==> config.mk <==
export PLATFORM = sky130hd
export DESIGN_NAME = adc_sample_sequencer
export DESIGN_NICKNAME = d
export VERILOG_FILES = /design/src/rtl/adc_sample_sequencer.sv
export SDC_FILE = /design/constraint.sdc
export NUM_CORES = 1
export LEC_CHECK = 0
export BUFFER_PORTS_ARGS = -buffer_cell sky130_fd_sc_hd__buf_2
export CAP_MARGIN = 20
export CORE_ASPECT_RATIO = 0.75
export CORE_MARGIN = 4
export CORE_UTILIZATION = 40
export CTS_CLUSTER_SIZE = 40
export DETAILED_ROUTE_END_ITERATION = 8
export PLACE_DENSITY = 0.54
export SYNTH_ARGS = -nofsm -noshare
export SYNTH_HDL_FRONTEND = slang
export SYNTH_SLANG_ARGS = --single-unit
==> constraint.sdc <==
create_clock -name clk -period 2.5 [get_ports clk]
set_input_delay 0.5 -clock clk [delete_from_list [all_inputs] [get_ports clk]]
set_output_delay 0.5 -clock clk [all_outputs]
set_load 0.05 [all_outputs]
==> src/rtl/adc_sample_sequencer.sv <==
// Periodic MCP3002-style SPI ADC sequencer: sample-period tick, frame FSM with
// registered SPI pins, one-cycle sample strobe and a dropped-tick overrun pulse.
module adc_sample_sequencer #(
    parameter int CLK_DIV       = 4,
    parameter int SAMPLE_PERIOD = 1000,
    parameter int DATA_BITS     = 10
) (
    input  logic                 clk,
    input  logic                 reset,
    input  logic                 enable,
    input  logic                 channel,
    input  logic                 dinAdc,
    output logic                 sclkAdc,
    output logic                 doutAdc,
    output logic                 ncsAdc,
    output logic [DATA_BITS-1:0] sample,
    output logic                 sample_valid,
    output logic                 overrun
);

    localparam int FRAME = 5 + DATA_BITS;
    localparam int PW    = (SAMPLE_PERIOD > 1) ? $clog2(SAMPLE_PERIOD) : 1;
    localparam int DW    = (CLK_DIV > 1) ? $clog2(CLK_DIV) : 1;
    localparam int BW    = $clog2(FRAME + 1);

    localparam logic [PW-1:0] PERIOD_LAST = PW'(SAMPLE_PERIOD - 1);
    localparam logic [DW-1:0] DIV_LAST    = DW'(CLK_DIV - 1);
    localparam logic [BW-1:0] BIT_LAST    = BW'(FRAME - 1);
    localparam logic [BW-1:0] FIRST_DATA  = BW'(5);

    typedef enum logic [1:0] {
        IDLE  = 2'd0,
        SETUP = 2'd1,
        SHIFT = 2'd2,
        DONE  = 2'd3
    } state_t;

    state_t                state_q, state_n;
    logic [PW-1:0]         period_cnt;
    logic                  tick;
    logic [DW-1:0]         div_q, div_n;
    logic                  div_last;
    logic [BW-1:0]         bit_q, bit_n, bit_inc;
    logic                  chan_q, chan_n;
    logic [DATA_BITS-1:0]  shreg_q, shreg_n;
    logic                  sclk_n, dout_n, ncs_n;
    logic [DATA_BITS-1:0]  sample_n;
    logic                  valid_n, ovr_n;

    // Command word b0..b3 = start, single-ended, channel, MSB-first; b4 and data bits drive 0.
    function automatic logic cmd_bit(input logic [BW-1:0] b, input logic ch);
        case (int'(b))
            0, 1, 3: cmd_bit = 1'b1;
            2:       cmd_bit = ch;
            default: cmd_bit = 1'b0;
        endcase
    endfunction

    always_ff @(posedge clk or posedge reset) begin
        if (reset) begin
            period_cnt <= '0;
        end else if (!enable || period_cnt == PERIOD_LAST) begin
            period_cnt <= '0;
        end else begin
            period_cnt <= period_cnt + 1'b1;
        end
    end

    assign tick     = enable && (period_cnt == PERIOD_LAST);
    assign div_last = (div_q == DIV_LAST);
    assign bit_inc  = bit_q + 1'b1;

    always_comb begin
        state_n  = state_q;
        div_n    = div_q;
        bit_n    = bit_q;
        chan_n   = chan_q;
        shreg_n  = shreg_q;
        sclk_n   = sclkAdc;
        dout_n   = doutAdc;
        ncs_n    = ncsAdc;
        sample_n = sample;
        valid_n  = 1'b0;
        ovr_n    = tick && (state_q != IDLE);

        case (state_q)
            IDLE: begin
                ncs_n  = 1'b1;
                sclk_n = 1'b0;
                dout_n = 1'b0;
                if (tick) begin
                    state_n = SETUP;
                    chan_n  = channel;
                    div_n   = '0;
                    bit_n   = '0;
                    ncs_n   = 1'b0;
                    dout_n  = cmd_bit('0, channel);
                end
            end
            SETUP: begin
                // Last SETUP cycle doubles as the low phase ahead of bit 0.
                if (div_last) begin
                    state_n = SHIFT;
                    div_n   = '0;
                    sclk_n  = 1'b1;
                end else begin
                    div_n = div_q + 1'b1;
                end
            end
            SHIFT: begin
                if (!div_last) begin
                    div_n = div_q + 1'b1;
                end else if (sclkAdc) begin
                    sclk_n = 1'b0;
                    div_n  = '0;
                    dout_n = cmd_bit(bit_inc, chan_q);
                end else if (bit_q == BIT_LAST) begin
                    state_n  = DONE;
                    div_n    = '0;
                    ncs_n    = 1'b1;
                    dout_n   = 1'b0;
                    sample_n = shreg_q;
                    valid_n  = 1'b1;
                end else begin
                    // Rising edge of bit b+1: capture what the ADC presents for it.
                    sclk_n = 1'b1;
                    div_n  = '0;
                    bit_n  = bit_inc;
                    if (bit_inc >= FIRST_DATA) begin
                        shreg_n = {shreg_q[DATA_BITS-2:0], dinAdc};
                    end
                end
            end
            DONE: begin
                if (div_last) begin
                    state_n = IDLE;
                end else begin
                    div_n = div_q + 1'b1;
                end
            end
            default: state_n = IDLE;
        endcase
    end

    always_ff @(posedge clk or posedge reset) begin
        if (reset) begin
            state_q      <= IDLE;
            div_q        <= '0;
            bit_q        <= '0;
            chan_q       <= 1'b0;
            shreg_q      <= '0;
            sclkAdc      <= 1'b0;
            doutAdc      <= 1'b0;
            ncsAdc       <= 1'b1;
            sample       <= '0;
            sample_valid <= 1'b0;
            overrun      <= 1'b0;
        end else begin
            state_q      <= state_n;
            div_q        <= div_n;
            bit_q        <= bit_n;
            chan_q       <= chan_n;
            shreg_q      <= shreg_n;
            sclkAdc      <= sclk_n;
            doutAdc      <= dout_n;
            ncsAdc       <= ncs_n;
            sample       <= sample_n;
            sample_valid <= valid_n;
            overrun      <= ovr_n;
        end
    end

endmodule

==> results.yml, run 1 <==
clock_tree:
  postCtsSetupRepairBufs: 0
  cts_tree: "yes"
  htreeDepth: 2
  root_buffer: "clkbuf_8"
  cts_buffers: 5
  cts_repair_resize_count: 0
  clock_sinks: 44
  ctsHoldBuffers: 0
  clk_latency_ns: 0.30
  clk_pin_slew_worst_paths_ns: 0.09
  clock_path_buffers: 2
logic_synthesis:
  synth_edf_count: 0
  ys_ff_latch: 44
  netlist.area_leader.share_pct: 49.2
  yosys_warnings: 0
  syn_nets: 208
  ys_async_sr_fraction_pct: 100
  synth_area_leaders: "dfrtp_1 49%, mux2_2 11%, ha_1 8.0%"
  synthFlopType: "dfrtp_1"
  synth_top_cell_by_area: "dfrtp_1"
  yosysSeqAreaShare_pct: 50.4
  avgSynthCellArea_um2: 11.6
  syn_area_um2: 2190
  synthDistinctLibCells: 42
  synthCells: 189
critical_path:
  worstSetupStartpointType: "flip-flop"
  end_kind: "flip-flop"
  worstPathRequired_ns: 2.70
  arrival_ns: 2.14
  crit_type: "flip-flop to flip-flop"
  crit_fanout: 10
layout:
  utilization_pct: 47.1
  fin_cells: 292
  final_common_cell: "dfrtp_1"
  nets: 235
  fill_cells: 491
  n_antenna_cell: 0
  multiInputGateArea_um2: 1030
  drive_above_1_share_pct: 27.6
  final-seq-area_um2: 1100
  final_area_um2: 2510
  areaGrowthSynthToFinish_pct: 14.7
  layout_common_cells: "43 x dfrtp_1, 22 x mux2_2, 19 x buf_2"
global_route:
  grt_pass1_wl_um: 7530
  grt_overflow: 0
  grt_max_degree: 20
  grt_pass1_vias: 1609
  antenna_found_initial: 0
  grtUsageTotal_pct: 14.3
detailed_routing:
  wirelength_um: 4250
  vias_per_cell: 5.07
  drtPass1Iterations: 4
  initialDrtViolationCount: 61
  ant_nets: 0
  vias: 1481
  wl_per_cell_um: 14.6
  drc: 0
sta:
  setup_viol: 0
  finalCriticalPeriod_ns: 1.95
  max_slew.worst_pin.slew_ns: 0.661
  period_share_pct: 77.9
  maxSlewHeadroom_pct: 55.7
  setup_tns_ns: 0
  whs_ns: 0.190
  setup_ws_ns: 0.553
  slew_viol_final: 0
  max_freq_ghz: 0.514
  rsz0062_at_grt: "no"
  finalHoldViolCount: 0
  skew_ns: 0.00618
placement:
  placed_cell_area_um2: 2390
  dp.cells: 284
  gp_congestion: 0.847
  dpl_worst_slack_ns: 0.550
  hpwl_um: 3160
  io_buffers: 19
power:
  internal_power_mw: 1.02
  leakage_nw: 1.17
  p_per_area_nw_per_um2: 526
  swShare_pct: 22.4
  switching_power_mw: 0.295
  vdd_drop_max_mv: 0.214
  clock_power_share_pct: 43.3
  design_power_total_mw: 1.32
  pwr-share-seq_pct: 54.4
  power_frac_comb_pct: 2.3
die:
  die_area_um2: 6720
  fp.coreArea_um2: 5320
  chipHeight_um: 72.0
  die_w_um: 93.4
  top_level_ports: 20
  rows: 23
  start_util_pct: 41.1
flow_run:
  cap_viol_max_count: 0
outcome:
  outcome: "finished, final reports clean"
hold_path:
  hp-class: "input port to asynchronous set/reset pin"
## synthesized netlist by cell type (all sizes together), types with 2 or more instances
| master | n |
|---|---|
| xnor2 | 5 |
| nor4 | 3 |
| a21oi | 6 |
| mux2 | 22 |
| dfrtp | 43 |
| o31ai | 2 |
| nand4 | 2 |
| nand2 | 13 |
| nand3 | 7 |
| o21ai | 5 |
| nor3 | 5 |
| ha | 14 |
| o221ai | 2 |
| a31oi | 2 |
| inv | 12 |
| clkbuf | 2 |
| xor2 | 4 |
| nor2 | 18 |
| mux2i | 2 |
## logic make-up (layout without fill, tap and decap cells)
family / after synthesis / in the layout / synth area share, %
buffers and inverters: 15 / 43 / 2.63
flip-flops: 44 / 44 / 50.4
adder cells (fa/ha/maj): 14 / 14 / 8.01
multiplexers: 24 / 24 / 12.2
AND/OR/NAND/NOR: 57 / 57 / 13.5
XOR/XNOR: 9 / 9 / 3.61
AO/OA/AOI/OAI: 26 / 26 / 9.62
## critical path: stages, from the launching register on
cell and delay [ns]:
dfrtp_1 0.48, inv_1 0.13, ha_1 0.23, nand3_1 0.16, nand2_1 0.14, a21oi_4 0.32
mux2_2 0.38
## routing by layer
layer	up-vias	share of wire, %	GRT usage [%]
li1	723	-	-
met1	721	52	19.2
met2	31	44	22.3
met3	6	3.0	4.25
met4	0	1.3	4.39
met5	-	0	0
## state kept, by name, summed over array words and instances (netlist names)
| name | flops |
|---|---|
| doutAdc | 1 |
| period_cnt | 10 |
| chan_q | 1 |
| div_q | 2 |
| ncsAdc | 1 |
| shreg_q | 10 |
| state_q | 2 |
| bit_q | 4 |
| sclkAdc | 1 |
| sample_valid | 1 |
| overrun | 1 |
| sample | 10 |
## worst paths after layout
kind	from	endpoint	slack (ns)	cells past startpoint
setup / recovery	bit_q[0]	shreg_q[0]	0.55	6
hold / removal	reset	period_cnt[0]	0.19	2
setup reg to reg	bit_q[0]	shreg_q[0]	0.55	6
hold reg to reg	period_cnt[0]	period_cnt[0]	0.47	1
max in group asynchronous	reset	ncsAdc	1.69	3
min in group clk	channel	chan_q	0.43	2
## cell type report
cell class	count	area share, %
flip-flops and latches	44	44.0
multi-input cells	130	40.9
repair buffers	23	4.99
well taps	75	3.74
clock buffers	5	2.74
clock inverters	3	1.85
inverters	12	1.80
## power by group through the flow
stage / Sequential [mW] / Combinational [mW] / Clock, mW
after floorplan: 0.732 / 0.0189 / 0
after CTS: 0.718 / 0.0317 / 0.585
final: 0.718 / 0.0300 / 0.572
after detailed placement: 0.733 / 0.0317 / 0
after global placement: 0.732 / 0.0306 / 0
after global routing: 0.719 / 0.0358 / 0.621
Power figures use the tool's default switching activity.
==> run 2: changes to the inputs <==
--- a/config.mk
+++ b/config.mk
@@ -5,6 +5,7 @@
 export SDC_FILE = /design/constraint.sdc
 export NUM_CORES = 1
 export LEC_CHECK = 0
+export ABC_AREA = 1
 export BUFFER_PORTS_ARGS = -buffer_cell sky130_fd_sc_hd__buf_2
 export CAP_MARGIN = 20
 export CORE_ASPECT_RATIO = 0.75
@@ -12,7 +13,7 @@
 export CORE_UTILIZATION = 40
 export CTS_CLUSTER_SIZE = 40
 export DETAILED_ROUTE_END_ITERATION = 8
-export PLACE_DENSITY = 0.54
+export PLACE_DENSITY = 0.56
 export SYNTH_ARGS = -nofsm -noshare
 export SYNTH_HDL_FRONTEND = slang
 export SYNTH_SLANG_ARGS = --single-unit
==> constraint.sdc (replaced) <==
create_clock -name clk -period 1.7 [get_ports clk]
set_input_delay 0.34 -clock clk [delete_from_list [all_inputs] [get_ports clk]]
set_output_delay 0.34 -clock clk [all_outputs]
set_load 0.05 [all_outputs]
==> results.yml, run 2 <==
logic_synthesis:
  synthFlopType: "dfrtp_1"
  synthDistinctLibCells: 32
  ys_top_cells_by_count: "95 x nand2_1, 43 x dfrtp_1, 19 x inv_1, 19 x nor2_1, 16 x nand3_1"
  avgSynthCellArea_um2: 8.76
  synth.most_common_cell: "nand2_1"
  synth_compound_area_share_pct: 3.76
  ys_async_sr_fraction_pct: 100
  synth_mux_area_share_pct: 0
  synth_top_cell_by_area: "dfrtp_1"
  synth_area_leaders: "dfrtp_1 44%, nand2_1 15%, ha_1 7.2%"
  netlist.area_leader.share_pct: 44.3
  yosys_warnings: 0
  synthAdderAreaFrac_pct: 7.22
  synthCells: 277
  syn_nets: 296
  ys_ff_latch: 44
  synth-xor-area-share_pct: 0.722
  syn_area_um2: 2430
  synth_top_family_by_area: "simple AND/OR/NAND/NOR gates"
  yosysSeqAreaShare_pct: 45.4
  yosys.area_share.simple_pct: 36.7
  synth_edf_count: 0
placement:
  dp.cells: 381
  hpwl_um: 3650
  io_buffers: 19
  gp_congestion: 0.885
layout:
  n_antenna_cell: 0
  nets: 331
  layout_common_cells: "95 x nand2_1, 42 x dfrtp_1, 19 x nor2_1, 19 x buf_2, 17 x inv_1"
  top_regs: "period_cnt (10), sample (10), shreg_q (10)"
  drive_above_1_share_pct: 27.2
  fill_cells: 577
  fin_cells: 391
  final_common_cell: "nand2_1"
  areaGrowthSynthToFinish_pct: 14.4
  utilization_pct: 47.4
clock_tree:
  cts_tree: "yes"
  clk_latency_ns: 0.30
  htreeDepth: 2
  cts_buffers: 5
  root_buffer: "clkbuf_8"
  clk_pin_slew_worst_paths_ns: 0.09
  clock_sinks: 44
  clock_path_buffers: 2
power:
  leakage_nw: 1.45
  design_power_total_mw: 1.78
  p_per_area_nw_per_um2: 640
  vdd_drop_max_mv: 0.337
critical_path:
  worstSetupStartpointType: "flip-flop"
  worstPathRequired_ns: 1.95
  arrival_ns: 1.81
  crit_type: "flip-flop to flip-flop"
  crit_fanout: 10
  r2r_cells: 10
  end_kind: "flip-flop"
die:
  die_w_um: 98.0
  chipHeight_um: 75.5
  fp.coreArea_um2: 5860
  rows: 24
  die_area_um2: 7390
  start_util_pct: 41.5
  top_level_ports: 20
sta:
  maxSlewHeadroom_pct: 76.3
  slew_viol_final: 0
  period_share_pct: 92.2
  finalHoldViolCount: 0
  max_slew.worst_pin.slew_ns: 0.355
  setup_viol: 0
  max_freq_ghz: 0.638
  skew_ns: 0.00442
  finalCriticalPeriod_ns: 1.57
detailed_routing:
  ant_nets: 0
  drtPass1Iterations: 4
  wirelength_um: 4930
  vias_per_cell: 4.64
  drc: 0
  vias: 1816
  wl_per_cell_um: 12.6
  initialDrtViolationCount: 63
flow_run:
  cap_viol_max_count: 0
global_route:
  grt_max_degree: 20
  grt_pass1_vias: 1704
  antenna_found_initial: 0
  grt_pass1_wl_um: 8300
  grtUsageTotal_pct: 14.4
  grt_overflow: 0
hold_path:
  hold_depth: 3
  hp-class: "input port to flip-flop"
outcome:
  outcome: "finished, final reports clean"
[run 2: cell type report]
cell class | instances | area, µm² | share of cell area (%)
Timing Repair Buffer | 33 | 215 | 7.75
Clock inverter | 3 | 18.8 | 0.676
Inverter | 25 | 96.3 | 3.47
Clock buffer | 5 | 68.8 | 2.48
Sequential cell | 44 | 1100 | 39.7
Tap cell | 78 | 97.6 | 3.51
Multi-Input combinational cell | 203 | 1180 | 42.4
[run 2: kinds of logic after synthesis]
| logic type | after synthesis |
|---|---|
| compound gates | 15 |
| xor+xnor | 2 |
| fa+ha+maj | 14 |
| buf+inv | 30 |
| flops | 44 |
| simple gates | 172 |
[run 2: worst max-delay path: stages, from the launching register on]
cell and delay [ns]:
dfrtp_1 0.39, inv_1 0.10, ha_2 0.22, buf_4 0.13
nand2_2 0.07, inv_4 0.08, nand2_4 0.06, nor2_4 0.16
buf_12 0.15, nand3_2 0.06, nand2_1 0.07
[run 2: per-layer routing]
metal  GRT usage [%]  routed length [µm]  up-vias
li1                -                   -      949
met2            20.3                1900       31
met5               0                   0        -
met1            21.5                2760      828
met3            3.29                 190        8
met4            5.53                  79        0
[run 2: through the flow]
stage                     TNS (ns)  hold slack, ns  setup slack, ns  instance area (µm²)
after global routing        -0.100           0.277          -0.0272                 2780
after CTS                        0           0.264           0.0320                 2770
after global placement           0           0.304            0.114                 2670
final                            0           0.270            0.132                 2780
after floorplan                  0           0.433            0.172                 2430
after detailed placement         0           0.311           0.0552                 2670
[run 2: timing repair]
| item | in CTS | in global routing |
|---|---|---|
| hold buffers | 1 | 0 |
| buffers inserted | 0 | 1 |
| setup endpoints to repair | 0 | 12 |
| resized for setup | 0 | 3 |
| hold endpoints to repair | 13 | 0 |
[run 2: path summary, 6_finish.rpt]
kind	slack, ns	start	to
worst max-delay path	0.13	state_q[0]	shreg_q[6]
worst min-delay path	0.27	dinAdc	shreg_q[0]
worst max register to register	0.13	state_q[0]	shreg_q[6]
worst min register to register	0.48	sample[8]	sample[8]
max in group asynchronous	0.60	reset	bit_q[0]
min in group asynchronous	0.52	reset	sample_valid
[run 2: power breakdown]
group          switching (mW)  internal [mW]  total [mW]
logic                  0.0354         0.0138      0.0492
clock network           0.384          0.287       0.671
registers             0.00543           1.05        1.06
total                   0.425           1.35        1.78
==> run 3: changes to the inputs <==
--- a/config.mk
+++ b/config.mk
@@ -13,7 +13,7 @@
 export CORE_UTILIZATION = 40
 export CTS_CLUSTER_SIZE = 40
 export DETAILED_ROUTE_END_ITERATION = 8
-export PLACE_DENSITY = 0.56
+export PLACE_DENSITY = 0.54
 export SYNTH_ARGS = -nofsm -noshare
 export SYNTH_HDL_FRONTEND = slang
 export SYNTH_SLANG_ARGS = --single-unit
==> constraint.sdc (replaced) <==
create_clock -name clk -period 1.9 [get_ports clk]
set_input_delay 0.38 -clock clk [delete_from_list [all_inputs] [get_ports clk]]
set_output_delay 0.38 -clock clk [all_outputs]
set_load 0.05 [all_outputs]
==> results.yml, run 3 (same netlist as run 2, synthesis figures left out) <==
critical_path:
  crit_fanout: 9
  end_kind: "flip-flop"
  crit_type: "flip-flop to flip-flop"
  worstSetupStartpointType: "flip-flop"
  arrival_ns: 1.87
  worstPathRequired_ns: 2.09
sta:
  maxSlewHeadroom_pct: 72.9
  max_slew.worst_pin.slew_ns: 0.406
  period_share_pct: 88.3
  finalHoldViolCount: 0
  max_freq_ghz: 0.596
  slew_viol_final: 0
  rsz0062_at_grt: "no"
  skew_ns: 0.00557
  setup_viol: 0
  setup_tns_ns: 0
  setup_ws_ns: 0.222
  finalCriticalPeriod_ns: 1.68
layout:
  nets: 323
  areaGrowthSynthToFinish_pct: 12.5
  top_regs: "period_cnt (10), sample (10), shreg_q (10)"
  n_antenna_cell: 0
  layout_common_cells: "95 x nand2_1, 43 x dfrtp_1, 19 x nor2_1, 19 x buf_2, 18 x inv_1"
  drive_above_1_share_pct: 24.9
  final_common_cell: "nand2_1"
global_route:
  grt_max_degree: 21
  grt_pass1_vias: 1716
  grt_overflow: 0
  grt_pass1_wl_um: 8420
  grtUsageTotal_pct: 14.1
  antenna_found_initial: 0
die:
  die_w_um: 98.0
  chipHeight_um: 75.5
  die_area_um2: 7390
  fp.coreArea_um2: 5860
  rows: 24
  start_util_pct: 41.5
  top_level_ports: 20
clock_tree:
  clock_path_buffers: 2
  cts_repair_resize_count: 0
  clk_pin_slew_worst_paths_ns: 0.09
  htreeDepth: 2
  root_buffer: "clkbuf_8"
  cts_tree: "yes"
  clk_latency_ns: 0.29
  ctsHoldBuffers: 0
  cts_buffers: 5
  clock_sinks: 44
  postCtsSetupRepairBufs: 0
placement:
  gp_congestion: 0.812
  io_buffers: 19
  dpl_worst_slack_ns: 0.162
  hpwl_um: 3540
detailed_routing:
  vias_per_cell: 4.70
  vias: 1799
  initialDrtViolationCount: 71
  ant_nets: 0
  drtPass1Iterations: 4
  wirelength_um: 4660
  wl_per_cell_um: 12.2
  drc: 0
flow_run:
  cap_viol_max_count: 0
power:
  p_per_area_nw_per_um2: 630
  leakage_nw: 1.41
  vdd_drop_max_mv: 0.329
hold_path:
  hp-class: "input port to asynchronous set/reset pin"
outcome:
  outcome: "finished, final reports clean"
## run 3: cell count changes in the layout (fill, tap and decap cells not counted), sizes merged
cell,delta
buf,-7
clkinv,-3
bufinv,+1
clkinvlp,+1
dlygate4sd3,-1
inv,+1
## run 3: routing by layer
layer	vias up	part of all wire, %	GRT usage, %
li1	935	-	-
met5	-	0	0
met2	24	42	21.5
met4	0	0.62	3.23
met3	4	3.3	3.66
met1	836	54	20.5
## run 3: worst paths after layout
kind	from	endpoint	slack (ns)	cells after the start
hold / removal	reset	sample[8]	0.06	2
setup / recovery	state_q[0]	sample[8]	0.22	8
min in group clk	dinAdc	shreg_q[0]	0.32	3
setup reg to reg	state_q[0]	sample[8]	0.22	8
max in group asynchronous	reset	ncsAdc	1.28	3
hold reg to reg	period_cnt[0]	period_cnt[0]	0.48	1
## run 3: final cells by class
cell class | count | area [µm²]
fillers | 594 | 3120
clock inverters | 3 | 46.3
multi-input cells | 203 | 1180
inverters | 25 | 98.8
well taps | 78 | 97.6
clock buffers | 5 | 68.8
repair buffers | 25 | 140
flip-flops and latches | 44 | 1100
## run 3: stage by stage
| step | instances | total power, mW | hold slack (ns) | instance area (µm²) | utilization [%] |
|---|---|---|---|---|---|
| 4_1_cts | 383 | 1.75 | 0.0682 | 2730 | 46.6 |
| 3_5_place_dp | 375 | 1.01 | 0.401 | 2610 | 44.6 |
| 5_1_grt | 383 | 1.81 | 0.0965 | 2730 | 46.6 |
| 3_3_place_gp | 375 | 1.01 | 0.400 | 2610 | 44.6 |
| 6_report | 383 | 1.72 | 0.0635 | 2730 | 46.6 |
| 2_1_floorplan | 277 | 0.988 | 0.433 | 2430 | - |
## run 3: worst max-delay path, stage by stage (launching register included)
cell and delay, ns:
dfrtp_1 0.44, inv_1 0.12, ha_2 0.26, inv_2 0.12
nor2_4 0.14, nand3_2 0.18, buf_4 0.22, nand2_1 0.05
nand2_1 0.05
## run 3: where the power goes
group          total [mW]  internal [mW]  switching (mW)
registers           0.945          0.941         0.00413
logic              0.0426         0.0123          0.0304
clock network       0.733          0.396           0.336
total                1.72           1.35           0.371
